<file path="config.mk">
export PLATFORM = sky130hd
export DESIGN_NAME = irq_ctrl
export DESIGN_NICKNAME = d
export VERILOG_FILES = /design/src/rtl/irq_ctrl.sv
export SDC_FILE = /design/constraint.sdc
export NUM_CORES = 1
export LEC_CHECK = 0
export ABC_CLOCK_PERIOD_IN_PS = 2100
export BUFFER_PORTS_ARGS = -buffer_cell sky130_fd_sc_hd__clkbuf_2
export CAP_MARGIN = 5
export CORE_MARGIN = 1
export CORE_UTILIZATION = 25
export CTS_BUF_LIST = sky130_fd_sc_hd__clkbuf_4
export CTS_CLUSTER_DIAMETER = 120
export DETAILED_ROUTE_END_ITERATION = 16
export MAX_ROUTING_LAYER = met4
export PLACE_DENSITY = 0.59
export SYNTH_ARGS = -nofsm -noshare
export SYNTH_HDL_FRONTEND = slang
export SYNTH_SLANG_ARGS = --single-unit
</file>
<file path="constraint.sdc">
create_clock -name clk -period 2.1 [get_ports clk]
set_input_delay 0.21 -clock clk [delete_from_list [all_inputs] [get_ports clk]]
set_output_delay 0.21 -clock clk [all_outputs]
set_load 0.05 [all_outputs]
</file>
<file path="src/rtl/irq_ctrl.sv">
// Interrupt controller: rising-edge capture into pending bits, masking, fixed
// lowest-index priority and an IDLE/ASSERT/SERVICE handshake with the CPU.
module irq_ctrl #(
  parameter int unsigned N_SRC = 8,
  parameter int unsigned CW    = 3
) (
  input  logic              clk,
  input  logic              rst,
  input  logic [N_SRC-1:0]  src,
  output logic              irq,
  output logic [CW-1:0]     cause,
  input  logic              ack,
  input  logic              rfe,
  input  logic              reg_we,
  input  logic [1:0]        reg_addr,
  input  logic [31:0]       reg_wdata,
  output logic [31:0]       reg_rdata
);

  typedef enum logic [1:0] {
    IDLE    = 2'd0,
    ASSERT  = 2'd1,
    SERVICE = 2'd2
  } state_t;

  state_t            state;
  logic [N_SRC-1:0]  prevSrc;
  logic [N_SRC-1:0]  pending;
  logic [N_SRC-1:0]  mask;
  logic              gie;

  logic [N_SRC-1:0]  edges;
  logic [N_SRC-1:0]  w1cClr;
  logic [N_SRC-1:0]  ackClr;
  logic [N_SRC-1:0]  pendingNext;
  logic [N_SRC-1:0]  eligible;
  logic [CW-1:0]     winIdx;
  logic              anyEligible;
  logic              unusedOk;

  // Only the low N_SRC bits (and bit0 for CTRL) of write data are meaningful.
  assign unusedOk = ^reg_wdata;

  // Pending update: clears first, then edges OR'd in so a coincident set wins.
  always_comb begin
    edges       = src & ~prevSrc;
    w1cClr      = '0;
    ackClr      = '0;
    if (reg_we && reg_addr == 2'd0) begin
      w1cClr = reg_wdata[N_SRC-1:0];
    end
    if (state == ASSERT && ack) begin
      ackClr = N_SRC'(1) << cause;
    end
    pendingNext = (pending & ~(w1cClr | ackClr)) | edges;
  end

  // Lowest eligible index wins; scanning downward leaves the lowest hit last.
  always_comb begin
    eligible    = pending & mask;
    anyEligible = |eligible;
    winIdx      = '0;
    for (int i = int'(N_SRC) - 1; i >= 0; i--) begin
      if (eligible[i]) begin
        winIdx = CW'(i);
      end
    end
  end

  always_ff @(posedge clk) begin
    if (rst) begin
      state   <= IDLE;
      irq     <= 1'b0;
      cause   <= '0;
      prevSrc <= '1;
      pending <= '0;
      mask    <= '0;
      gie     <= 1'b0;
    end else begin
      prevSrc <= src;
      pending <= pendingNext;
      if (reg_we && reg_addr == 2'd1) begin
        mask <= reg_wdata[N_SRC-1:0];
      end
      if (reg_we && reg_addr == 2'd2) begin
        gie <= reg_wdata[0];
      end
      case (state)
        IDLE: begin
          if (gie && anyEligible) begin
            state <= ASSERT;
            cause <= winIdx;
            irq   <= 1'b1;
          end
        end
        ASSERT: begin
          if (ack) begin
            state <= SERVICE;
            irq   <= 1'b0;
          end
        end
        SERVICE: begin
          if (rfe) begin
            state <= IDLE;
          end
        end
        default: begin
          state <= IDLE;
          irq   <= 1'b0;
        end
      endcase
    end
  end

  // Register read window.
  always_comb begin
    reg_rdata = '0;
    case (reg_addr)
      2'd0: reg_rdata[N_SRC-1:0] = pending;
      2'd1: reg_rdata[N_SRC-1:0] = mask;
      2'd2: reg_rdata[0]         = gie;
      default: begin
        reg_rdata[CW-1:0] = cause;
        reg_rdata[9:8]    = state;
      end
    endcase
  end

endmodule

</file>
## After elaboration in Yosys (flattened, before gate mapping)

Cells that the tools add are included.

| word-level totals | value |
|---|---|
| bits in read-only memories | 0 |
| output and inout bits | 36 |
| latch bits | 0 |
| memories kept | 0 |
| memory bits (writable) | 0 |
| flip-flop bits (word level) | 31 |
| word-level logic and storage cells | 56 |

| operators by class | value |
|---|---|
| bitwise operators | 8 |
| order comparisons | 0 |
| add/sub/neg operators | 0 |
| div/mod/pow operators | 0 |
| reduce and logical (&&, ||, !) cells | 12 |
| shift-type cells | 1 |
| multiplexer cells | 21 |
| equality and inequality tests | 7 |
| multiply operators | 0 |

Operators with widths:

| cell | count |
|---|---|
| 8-bit AND | 3 |
| 3-bit two-way mux | 8 |
| 8-bit two-way mux | 2 |
| 8-bit inverter | 2 |
| 8-bit OR | 2 |
| 2-bit case mux with 3 select lines | 2 |
| 5-bit case mux with 2 select lines | 1 |
| 2-bit two-way mux | 4 |
| 8-bit OR reduction | 1 |
| 1-bit by 3-bit << shifter with 8-bit output (first input constant) | 1 |
| 2-bit inequality test (second input constant) | 3 |
| 1-bit case mux with 3 select lines | 2 |
| 3-bit AND reduction | 2 |
| 1-bit logical AND | 5 |
| 2-bit by 1-bit equality test with 1-bit output (second input constant) | 2 |
| 2-bit equality test (second input constant) | 2 |
| 2-bit zero test | 2 |
| 3-bit OR reduction | 1 |
| 1-bit two-way mux | 2 |
| 2-bit AND reduction | 1 |
| 1-bit inverter | 1 |

## Logic depth before layout (Yosys ltp)

| depth | value |
|---|---|
| depth in word-level cells | 9 |
| mapped depth | 5 |
| mapped depth without buffers | 4 |

## Worst setup path after synthesis

No wires, ideal clock.

| timing path | value |
|---|---|
| path type | in2out |
| from | input reg_addr[0] |
| to | output reg_rdata[1] |
| data arrival time | 1.774 ns |
| stages on the path | 4 |
| setup slack | 0.116 ns |
| buffers on the path | 2 |
| path through | buf_2 -> buf_2 -> mux2i_1 -> o21ai_0 |

| between the ends | value |
|---|---|
| word-level cells in the longest chain between the ends | 2 |

RTL lines:

| element | RTL line | text |
|---|---|---|
| from (decl) | 15 | `input logic [1:0] reg_addr,` |
| 2-bit equality test (tied with other cells) | 118 | `case (reg_addr)` |
| 2-bit case mux with 3 select lines (*) | 118 |  |
| to (decl) | 17 | `output logic [31:0] reg_rdata` |

Mark *: on every way between the ends. The rest lies on a longest branch, timed or not.

## Final worst setup path

| timing path | value |
|---|---|
| from | register cause[0] |
| to | output reg_rdata[0] |

| between the ends | value |
|---|---|
| word-level cells in the longest chain between the ends | 1 |

RTL lines:

| element | RTL line | text |
|---|---|---|
| from (decl) | 11 | `output logic [CW-1:0] cause,` |
| from (signal assigned) | 92 | `cause <= winIdx;` |
| 1-bit case mux with 3 select lines | 118 |  |

Every way passes these cells.

==> metrics.yaml <==
cts:
  clock_latency_ns: 0.33
  cts_made_buffers: 5
  path_clk_slew_ns: 0.10
  cts.sinks: 31
  cts_buffer_depth: 2
  root_buffer: "clkbuf_4"
  hold_buffers: 0
  cts_tree: "built"
  postCtsSetupBuffers: 0
  htreeDepth: 2
  postCtsResizedCells: 0
placement:
  place_ws_ns: 0.531
  io_buffers: 36
  routabilityCongestion: 0.799
  dp_hpwl_um: 2650
power:
  peakVddDrop_uv: 295
  p_leak_nw: 0.836
  p_per_area_nw_per_um2: 707
  total_power_mw: 1.28
run:
  max-cap-violations: 0
sta:
  holdWs_ns: 0.0832
  fmax_ghz: 0.615
  worstMarginPinSlew_ns: 0.618
  timing.final.crit_share: 0.774
  max_slew_margin: 0.588
  clock_skew_ns: 0.0112
  setup_viol: 0
  rsz0062_at_grt: "false"
  setup_ws_ns: 0.474
  slew_viol_final: 0
  final.min_clock_period_ns: 1.63
  fin_setup_tns_ns: 0
  hold_viol: 0
synthesis:
  ys_seq_area_frac: 0.392
  synth_cell_types: 28
  synth_area_um2: 1580
  ys_seq_elements: 31
  ys_async_sr_fraction: 0
  yosysWarningCount: 0
  avgSynthCellArea_um2: 8.70
  synth.largest_area_cell: "dfxtp_1"
  yosysMostFrequentCell: "dfxtp_1"
  yosysTopAreaCellShare: 0.392
  postSynthCellCount: 182
  synth_edf_count: 0
  ys.flop_type: "dfxtp_1"
  synth_area_leaders: "dfxtp_1 (39%), buf_4 (10%), mux2i_1 (10%), a21oi_1 (4.7%), nand2_1 (4.5%)"
  yosys-top-cells-count: "dfxtp_1 (31), buf_4 (22), nand2_1 (19)"
floorplanning:
  start_util: 0.263
  ioPinCount: 83
  die_y_um: 81.6
  rows: 28
  coreArea_um2: 6030
  die_area_um2: 6650
  die_w_um: 81.6
global_routing:
  grt_pass1_wl_um: 5340
  grt_max_degree: 33
  overflow: 0
  antenna_found_initial: 0
  track_usage: 0.111
  grt_pass1_vias: 1125
critical_path:
  reg2reg_setup_slack_ns: 0.75
  worstPathMaxFanout: 5
  crit_path_end_kind: "primary output"
  worstSetupPathType: "flip-flop to primary output"
  critPathArrivalTime_ns: 1.42
  cp-start-kind: "flip-flop"
  worstPathRequired_ns: 1.89
routing:
  drtIter0Drc: 41
  dr.pass1.iters: 4
  vias_per_cell: 4.39
  wl_um: 3430
  via_count: 1286
  routedWlPerCell_um: 11.7
  post-route-drc-count: 0
  ant_nets: 0
final_layout:
  nets: 264
  area_delta_synth_final_pct: 14.8
  diodes: 0
  drive_gt1_frac: 0.248
  fin_util: 0.301
  nFillCells: 682
outcome:
  status: "finished clean"
worst_hold_path:
  hold_class: "input pin to flip-flop"
## cells in the final DEF (no fill, tap or decap), drive strengths merged, types with 3 or more instances in the layout
cell type	n
a21oi	15
o21ai	5
clkbuf	41
nand3b	3
dfxtp	31
conb	22
or2	9
nand2b	11
nand2	19
o211ai	6
mux2i	16
nor2	16
a22oi	4
## critical path, stage by stage, from the launching register on
cell      delay, ns
dfxtp_1        0.36
mux4_2         0.48
clkbuf_2       0.25
## routing by layer
metal | up-vias | share of wire | global-route usage
met5 | - | 0 | -
met4 | 0 | 0.021 | 0.0526
met3 | 8 | 0.043 | 0.0300
met2 | 36 | 0.47 | 0.172
met1 | 585 | 0.47 | 0.134
li1 | 657 | - | -
## state kept, by name (all words and copies together), names as in the netlist
register and count:
irq 1, pending 8, mask 8, prevSrc 8
state 2, gie 1, cause 3
## final timing paths
kind                            startpoint  depth (start not counted)           end
worst max-delay path              cause[0]                          2  reg_rdata[0]
worst max register to register    state[0]                          4    pending[0]
worst min-delay path                src[4]                          2    prevSrc[4]
worst min register to register         irq                          2           irq
## kinds of logic (layout without fill, tap and decap cells)
logic type,count (synthesis),in the layout,synth area share
muxes,17,17,0.115
AOI/OAI and AO/OA,37,37,0.149
DFF,31,31,0.392
buffers and inverters,30,45,0.126
and+or+nand+nor,66,66,0.216
other,1,22,0.00237
## layout make-up
| type | instances | area [µm²] | share of cell area |
|---|---|---|---|
| flip-flops and latches | 31 | 621 | 0.342 |
| inverters | 1 | 3.75 | 0.00207 |
| clock inverters | 3 | 38.8 | 0.0213 |
| clock buffers | 5 | 37.5 | 0.0207 |
| multi-input cells | 142 | 842 | 0.463 |
| well taps | 75 | 93.8 | 0.0517 |
| repair buffers | 36 | 180 | 0.0992 |
## per-stage QoR
| step | cells | area [µm²] |
|---|---|---|
| 3_3_place_gp | 285 | 1740 |
| 4_1_cts | 293 | 1820 |
| 6_report | 293 | 1820 |
| 3_5_place_dp | 285 | 1740 |
| 5_1_grt | 293 | 1820 |
| 2_1_floorplan | 203 | 1660 |
## where the power goes
part           total (mW)  leakage, nW  internal [mW]  switching [mW]
logic               0.211        0.540         0.0522           0.159
clock network       0.447       0.0426          0.245           0.202
registers           0.627        0.254          0.610          0.0166
(Power assumes the default switching activity.)
